File: config.mk
export PLATFORM = sky130hd
export DESIGN_NAME = lcm_seq
export DESIGN_NICKNAME = d
export VERILOG_FILES = /design/src/rtl/lcm_seq.sv
export SDC_FILE = /design/constraint.sdc
export NUM_CORES = 1
export LEC_CHECK = 0
export ABC_CLOCK_PERIOD_IN_PS = 5500
export BUFFER_PORTS_ARGS = -buffer_cell sky130_fd_sc_hd__buf_2
export CAP_MARGIN = 20
export CORE_AREA = 2 2 129 131
export CTS_CLUSTER_DIAMETER = 80
export DETAILED_ROUTE_END_ITERATION = 10
export DIE_AREA = 0 0 131 133
export PLACE_DENSITY_LB_ADDON = 0.12
export SLEW_MARGIN = 20
export SYNTH_ARGS = -nofsm -noshare
export SYNTH_HDL_FRONTEND = slang
export SYNTH_SLANG_ARGS = --single-unit
export TNS_END_PERCENT = 50
File: constraint.sdc
create_clock -name clk -period 5.5 [get_ports clk]
set_input_delay 0.825 -clock clk [delete_from_list [all_inputs] [get_ports clk]]
set_output_delay 0.825 -clock clk [all_outputs]
set_load 0.01 [all_outputs]
File: src/rtl/lcm_seq.sv
// lcm_seq: sequential least-common-multiple unit.
// Reduces the operands with a binary (Stein) GCD loop, divides A by the GCD
// with a restoring divider, then multiplies the quotient by B with a
// shift-add multiplier to produce lcm = (a/g)*b at 2*WIDTH bits.
// Handshake: start (sampled in IDLE), busy while working, one-cycle done.

module lcm_seq #(
   parameter int WIDTH = 8
) (
   input  logic               clk,
   input  logic               rst,
   input  logic               start,
   input  logic [WIDTH-1:0]   a,
   input  logic [WIDTH-1:0]   b,
   output logic               busy,
   output logic               done,
   output logic [WIDTH-1:0]   gcd,
   output logic [2*WIDTH-1:0] lcm
);

   // Width of the power-of-two exponent k and of the per-phase bit counter.
   localparam int KW = (WIDTH > 2) ? $clog2(WIDTH) : 1;
   localparam int CW = KW;
   localparam logic [CW-1:0] CNT_LAST = CW'(WIDTH - 1);

   localparam logic [2:0] S_IDLE = 3'd0;
   localparam logic [2:0] S_GCD  = 3'd1;
   localparam logic [2:0] S_DIV  = 3'd2;
   localparam logic [2:0] S_MUL  = 3'd3;
   localparam logic [2:0] S_FIN  = 3'd4;

   logic [2:0]         state_q,  state_d;
   logic [WIDTH-1:0]   opA_q,    opA_d;
   logic [WIDTH-1:0]   opB_q,    opB_d;
   logic [WIDTH-1:0]   a0_q,     a0_d;
   logic [WIDTH-1:0]   b0_q,     b0_d;
   logic [KW-1:0]      k_q,      k_d;
   logic [WIDTH-1:0]   g_q,      g_d;
   logic [WIDTH-1:0]   rem_q,    rem_d;
   logic [WIDTH-1:0]   quot_q,   quot_d;
   logic [2*WIDTH-1:0] mcand_q,  mcand_d;
   logic [WIDTH-1:0]   mplier_q, mplier_d;
   logic [2*WIDTH-1:0] acc_q,    acc_d;
   logic [CW-1:0]      cnt_q,    cnt_d;
   logic               busy_q,   busy_d;
   logic               done_q,   done_d;
   logic [WIDTH-1:0]   gcd_q,    gcd_d;
   logic [2*WIDTH-1:0] lcm_q,    lcm_d;

   logic [WIDTH-1:0]   steinA;
   logic [WIDTH-1:0]   steinB;
   logic [KW-1:0]      steinK;
   logic [WIDTH:0]     remShift;
   logic [WIDTH-1:0]   remDiff;
   logic               divFits;
   logic [2*WIDTH-1:0] accSum;

   // One Stein reduction step on the working operands; the GCD state uses the
   // result both to advance and to detect convergence without an extra cycle.
   always_comb begin
      steinA = opA_q;
      steinB = opB_q;
      steinK = k_q;
      if (!opA_q[0] && !opB_q[0]) begin
         steinA = opA_q >> 1;
         steinB = opB_q >> 1;
         steinK = k_q + 1'b1;
      end else if (!opB_q[0]) begin
         steinB = opB_q >> 1;
      end else if (!opA_q[0]) begin
         steinA = opA_q >> 1;
      end else if (opA_q > opB_q) begin
         steinA = (opA_q - opB_q) >> 1;
      end else begin
         steinB = (opB_q - opA_q) >> 1;
      end
   end

   // Restoring-division and shift-add datapath terms for the current cycle.
   // A successful subtraction leaves a value below g, so WIDTH bits suffice.
   always_comb begin
      remShift = {rem_q, quot_q[WIDTH-1]};
      divFits  = (remShift >= {1'b0, g_q});
      remDiff  = remShift[WIDTH-1:0] - g_q;
      accSum   = acc_q + (mplier_q[0] ? mcand_q : {(2*WIDTH){1'b0}});
   end

   // Sequencer: operand capture, Stein loop, division, multiply, result commit.
   always_comb begin
      state_d  = state_q;
      opA_d    = opA_q;
      opB_d    = opB_q;
      a0_d     = a0_q;
      b0_d     = b0_q;
      k_d      = k_q;
      g_d      = g_q;
      rem_d    = rem_q;
      quot_d   = quot_q;
      mcand_d  = mcand_q;
      mplier_d = mplier_q;
      acc_d    = acc_q;
      cnt_d    = cnt_q;
      busy_d   = busy_q;
      done_d   = 1'b0;
      gcd_d    = gcd_q;
      lcm_d    = lcm_q;

      case (state_q)
         S_IDLE: begin
            if (start) begin
               opA_d  = a;
               opB_d  = b;
               a0_d   = a;
               b0_d   = b;
               k_d    = '0;
               acc_d  = '0;
               cnt_d  = '0;
               busy_d = 1'b1;
               if ((a == '0) || (b == '0)) begin
                  g_d     = a | b;
                  state_d = S_FIN;
               end else if (a == b) begin
                  // Already converged: zero Stein steps, straight to division.
                  g_d     = a;
                  rem_d   = '0;
                  quot_d  = a;
                  state_d = S_DIV;
               end else begin
                  state_d = S_GCD;
               end
            end
         end

         S_GCD: begin
            opA_d = steinA;
            opB_d = steinB;
            k_d   = steinK;
            if (steinA == steinB) begin
               g_d     = steinA << steinK;
               rem_d   = '0;
               quot_d  = a0_q;
               cnt_d   = '0;
               state_d = S_DIV;
            end
         end

         S_DIV: begin
            rem_d  = divFits ? remDiff : remShift[WIDTH-1:0];
            quot_d = {quot_q[WIDTH-2:0], divFits};
            cnt_d  = cnt_q + 1'b1;
            if (cnt_q == CNT_LAST) begin
               mcand_d  = {{WIDTH{1'b0}}, quot_q[WIDTH-2:0], divFits};
               mplier_d = b0_q;
               acc_d    = '0;
               cnt_d    = '0;
               state_d  = S_MUL;
            end
         end

         S_MUL: begin
            acc_d    = accSum;
            mcand_d  = mcand_q << 1;
            mplier_d = mplier_q >> 1;
            cnt_d    = cnt_q + 1'b1;
            if (cnt_q == CNT_LAST) begin
               cnt_d   = '0;
               state_d = S_FIN;
            end
         end

         S_FIN: begin
            gcd_d   = g_q;
            lcm_d   = acc_q;
            done_d  = 1'b1;
            busy_d  = 1'b0;
            state_d = S_IDLE;
         end

         default: begin
            busy_d  = 1'b0;
            state_d = S_IDLE;
         end
      endcase
   end

   // State and result registers; reset abandons any computation in flight.
   always_ff @(posedge clk or negedge rst) begin
      if (!rst) begin
         state_q  <= S_IDLE;
         opA_q    <= '0;
         opB_q    <= '0;
         a0_q     <= '0;
         b0_q     <= '0;
         k_q      <= '0;
         g_q      <= '0;
         rem_q    <= '0;
         quot_q   <= '0;
         mcand_q  <= '0;
         mplier_q <= '0;
         acc_q    <= '0;
         cnt_q    <= '0;
         busy_q   <= 1'b0;
         done_q   <= 1'b0;
         gcd_q    <= '0;
         lcm_q    <= '0;
      end else begin
         state_q  <= state_d;
         opA_q    <= opA_d;
         opB_q    <= opB_d;
         a0_q     <= a0_d;
         b0_q     <= b0_d;
         k_q      <= k_d;
         g_q      <= g_d;
         rem_q    <= rem_d;
         quot_q   <= quot_d;
         mcand_q  <= mcand_d;
         mplier_q <= mplier_d;
         acc_q    <= acc_d;
         cnt_q    <= cnt_d;
         busy_q   <= busy_d;
         done_q   <= done_d;
         gcd_q    <= gcd_d;
         lcm_q    <= lcm_d;
      end
   end

   assign busy = busy_q;
   assign done = done_q;
   assign gcd  = gcd_q;
   assign lcm  = lcm_q;

endmodule

-- Yosys cells after proc, flatten, opt, wreduce, memory -nomap -nowiden
Cells that the tools add are included.
- bits in registers: 131
- bits in latches: 0
- ROM bits: 0
- bits in writable memories: 0
- bits of input ports: 19
- output and inout bits: 26
- memories: 0
- order comparisons: 2
- reductions and logical operators: 23
- eq/ne operators: 14
- divide/modulo/power cells: 0
- shift operators: 1
- muxes and demuxes: 51
- bitwise logic cells: 2
- $add $sub $neg: 6
- multiply operators: 0
- operator list (cell ; number):
    $mux W8 ; 23
    $mux W16 ; 4
    $pmux W8 S2 ; 4
    $pmux W16 S3 ; 1
    $pmux W8 S3 ; 2
    $pmux W16 S2 ; 1
    $mux W3 ; 9
    $sub A8 B8 Y8 ; 3
    $add A16 B16 Y16 ; 1
    $eq A8 B8 Y1 ; 2
    $logic_not A8 Y1 ; 2
    $ne A2 B2 Y1 const B ; 6
    $pmux W3 S4 ; 1
    $ge A9 B8 Y1 ; 1
    $pmux W3 S3 ; 1
    $reduce_bool A3 Y1 ; 3
    $gt A8 B8 Y1 ; 1
    $or A8 B8 Y8 ; 1
    $reduce_and A2 Y1 ; 4
    $reduce_and A4 Y1 ; 2
    $shl A8 B3 Y8 ; 1
    $add A3 B1 Y3 const B ; 2
    $eq A3 B2 Y1 const B ; 2
    $eq A3 B3 Y1 const B ; 2
    16 further kinds ; 20

-- Longest topological paths before layout
- depth in word-level cells: 8
- depth in mapped cells: 17
- gate-level depth less buffers: 13

-- Worst setup path before layout
No wires, ideal clock.
- path kind: register -> register
- start: reg opA_q[0]
- end: reg cnt_q[1]
- path buffers: 3
- arrival time: 3.672 ns
- period minus slack after synthesis: 3.793 ns
- setup slack: 1.707 ns
- stages on the path, launching flop included: 17
- data required time: 5.379 ns
- cell sequence: dfrtp_1 -> buf_2 -> inv_1 -> ha_1 -> fa_1 -> nand2b_1 -> a211o_1 -> a21o_1 -> buf_2 -> o211a_1 -> a311oi_1 -> xnor2_1 -> nand3_1 -> nor4_4 -> buf_2 -> o21bai_1 -> a22o_1
- longest elaborated chain between the ends: 8
- RTL lines (element ; RTL line ; RTL):
    start, declared ; 33 ; logic [WIDTH-1:0] opA_q, opA_d;
    start signal, assigned ; 208 ; opA_q <= opA_d;
    $sub A8 B8 Y8 (tied with other cells) ; 73 ; steinA = (opA_q - opB_q) >> 1;
    $mux W8 ; 72 ; end else if (opA_q > opB_q) begin
    $mux W8 ; 70 ; end else if (!opA_q[0]) begin
    $mux W8 ; 68 ; end else if (!opB_q[0]) begin
    $mux W8 ; 64 ; if (!opA_q[0] && !opB_q[0]) begin
    $eq A8 B8 Y1 (*) ; 138 ; if (steinA == steinB) begin
    $ne A2 B2 Y1 (no source line) (*) ; -- ;
    $reduce_and A3 Y1 (no source line) (*) ; -- ;
    end signal, assigned ; 219 ; cnt_q <= cnt_d;
    end, declared ; 44 ; logic [CW-1:0] cnt_q, cnt_d;
Mark *: on every way between the ends. The rest lies on a longest branch, timed or not.
A chain may end at the register's enable or synchronous reset.

-- Final worst setup path
- start: reg opA_q[0]
- end: reg rem_q[4]
- longest elaborated chain between the ends: 8
- RTL lines (element ; RTL line ; RTL):
    $sub A8 B8 Y8 (tied with other cells) ; 73 ;
    $mux W8 ; 72 ;
    $mux W8 ; 70 ;
    $mux W8 ; 68 ;
    $mux W8 ; 64 ;
    $eq A8 B8 Y1 (*) ; 138 ;
    $ne A2 B2 Y1 (no source line) (*) ; -- ;
    $reduce_and A5 Y1 (no source line) (*) ; -- ;
    end signal, assigned ; 214 ; rem_q <= rem_d;
    end, declared ; 39 ; logic [WIDTH-1:0] rem_q, rem_d;
Marks and branches as above.

==> flow_summary.json <==
{
  "synth_xor_area_share_pct": 2.92,
  "routed_wl_mm": 21.2,
  "synth_nets": 1032,
  "grt_pass1_wl_mm": 35.2,
  "status": "finished clean",
  "core_area_um2": 16200,
  "place_inst": 1182,
  "power_density_nw_per_um2": 692,
  "path_clk_slew_ns": 0.06,
  "rsz0062_at_grt": "no",
  "yosysWarnings": 0,
  "finClkSkew_ns": 0.00712,
  "grt_pass1_vias": 6910,
  "holdBufCountCts": 0,
  "root_buffer": "clkbuf_16",
  "yosys-top-cells-count": "dfrtp_1 (131), nand2_1 (112), o21ai_0 (89)",
  "dp_hpwl_mm": 15.5,
  "post-route-min-period_ns": 4.43,
  "finalHoldViolCount": 0,
  "stdcell_area_um2": 9700,
  "startpoint_type": "register",
  "dieHeight_um": 133,
  "synth_cell_types": 75,
  "netlist_instances": 959,
  "cp_data_required_time_ns": 5.80,
  "slowest_delay_ns": 0.54,
  "cp_top_family": "compound AO/OA/AOI/OAI gates",
  "placed_cell_area_um2": 9040,
  "final.setup.tns_ns": 0,
  "cts_buffers": 17,
  "wl_per_cell_um": 17.5,
  "setup_viol": 0,
  "finish.utilization_pct": 60.0,
  "ir_worst_vdd_v": 0.000413,
  "cap_violations": 0,
  "syn_area_per_cell_um2": 9.06,
  "port_buffers": 44,
  "drcViolationCount": 0,
  "die_area_um2": 17400,
  "post-synth-top-area-cell": "dfrtp_1",
  "critPathBufInv": 2,
  "cts_setup_buffers": 0,
  "synth_top_family_by_area": "compound AO/OA/AOI/OAI gates",
  "synth_top_area_share_pct": 37.7,
  "antenna_found_initial": 0,
  "cts_tree": "yes",
  "cts_buffer_depth": 2,
  "synth_compound_area_share_pct": 21.8,
  "antenna_cells": 0,
  "finalCritPeriodShare_pct": 80.6,
  "cts_resized": 0,
  "drt-pass1-iter-count": 7,
  "fin_cells": 1213,
  "ys_top_cells_by_area": "dfrtp_1 (38%), ha_1 (7.2%), o21ai_0 (5.1%)",
  "layout.nets": 1054,
  "hold_class": "input pin to async pin",
  "synth_seq_cells": 131,
  "worstSetupEndpointType": "register",
  "die_w_um": 131,
  "cp_max_fo": 21,
  "yosysMostFrequentCell": "dfrtp_1",
  "drt_iter0_drc": 447,
  "area_growth_pct": 11.7,
  "finalPower_w": 0.00671,
  "fmax_ghz": 0.226,
  "drive_gt1_share_pct": 13.2,
  "overflow": 0,
  "clock-sinks": 131,
  "vias": 7211,
  "grt_max_degree": 94,
  "ant_nets": 0,
  "grt_usage_pct": 25.7,
  "synthFlopType": "dfrtp_1",
  "drv_slew": 0,
  "viasPerCell": 5.94,
  "worstPathArrival_ns": 4.73,
  "initial_utilization_pct": 53.7,
  "synth_edf_count": 0,
  "critPathKind": "register to register",
  "gp_congestion": 0.913,
  "slowest_stage": "dfrtp_1",
  "synth_fa_ha_area_share_pct": 8.13,
  "syn_area_um2": 8680,
  "crit_chain": "inv_1 > ha_1 > fa_1 > nand2b_1 > a211o_1 > a21o_1 > o211a_1 > a311oi_1 > xnor2_1 > nand3_1 > nor4_4 > buf_4 > and2_1 > o21ai_0",
  "io_pins": 45,
  "htreeDepth": 4,
  "rows": 47,
  "power_leakage_nw": 4.58,
  "yosys.area_share.simple_pct": 17.3,
  "synthArstFlopShare_pct": 100,
  "yosysSeqAreaShare_pct": 37.7,
  "relSlewSlack_pct": 31.0,
  "clk_latency_ns": 0.43,
  "synthMuxAreaShare_pct": 7.48,
  "worstMarginPinSlew_ns": 1.03
}
==> cell type report <==
class | instances | area (µm²)
Timing Repair Buffer | 53 | 294
Multi-Input combinational cell | 728 | 5010
Tap cell | 220 | 275
Sequential cell | 131 | 3280
Fill cell | 1437 | 6470
Inverter | 50 | 188
Clock inverter | 13 | 220
Clock buffer | 18 | 439
==> per-layer routing <==
metal	track usage, %	share of wire [%]
met1	35.8	46
met3	4.41	5.4
met2	41.0	47
met4	7.03	1.7
met5	0	0
==> where the power goes <==
part	switching (W)	leakage, nW	internal (W)
clock	0.000456	0.316	0.000822
sequential	0.000396	1.67	0.00135
combinational	0.00217	2.59	0.00152
total	0.00302	4.58	0.00369
==> kinds of logic (layout without fill, tap and decap cells) <==
| kind of cell | after synthesis | in the layout |
|---|---|---|
| buffers and inverters | 100 | 134 |
| multiplexers | 61 | 61 |
| AND/OR/NAND/NOR | 304 | 304 |
| flip-flops | 131 | 131 |
| adder cells (fa/ha/maj) | 54 | 54 |
| AO/OA/AOI/OAI | 280 | 280 |
| XOR/XNOR | 29 | 29 |
==> worst paths after layout <==
check	from	endpoint	slack, ns	cells after the start
setup reg to reg	opA_q[0]	rem_q[4]	1.07	14
hold reg to reg	b0_q[5]	b0_q[5]	0.48	1
max in group asynchronous	rst	rem_q[5]	4.00	2
setup / recovery	opA_q[0]	rem_q[4]	1.07	14
hold / removal	rst	acc_q[13]	0.46	1
min in group clk	b0_q[5]	b0_q[5]	0.48	1
==> through the flow <==
| stage | hold slack, ns | setup slack (ns) |
|---|---|---|
| after CTS | 0.481 | 1.06 |
| after global placement | 0.458 | 1.25 |
| after global routing | 0.497 | 0.752 |
| after detailed placement | 0.467 | 1.09 |
| final | 0.457 | 1.07 |
| after floorplan | 0.447 | 1.71 |
==> state kept, by name, summed over array words and instances (netlist names), 8 cells and up <==
signal,count
a0_q,8
acc_q,16
b0_q,8
g_q,8
gcd,8
lcm,16
mcand_q,16
mplier_q,8
opA_q,8
opB_q,8
quot_q,8
rem_q,8
==> cells in the final DEF (no fill, tap or decap), drive strengths merged, types with 8 or more instances in the layout <==
cell    Yosys  routed
nand3b      9       9
xor2        8       8
a21o       15      15
mux2i      30      30
ha         50      50
a21oi      52      52
o21ai      90      90
mux2       31      31
o211ai     10      10
nor2       59      59
nor4       11      11
xnor2      21      21
clkbuf     35      18
and2       21      21
nor3       14      14
a22o       13      13
buf        15      53
inv        50      55
a22oi      21      21
a221oi     11      11
nand3      24      24
dfrtp     131     131
nand2b     12      12
and3        9       9
nand2     112     112
o22ai      10      10
Power figures use the tool's default switching activity.
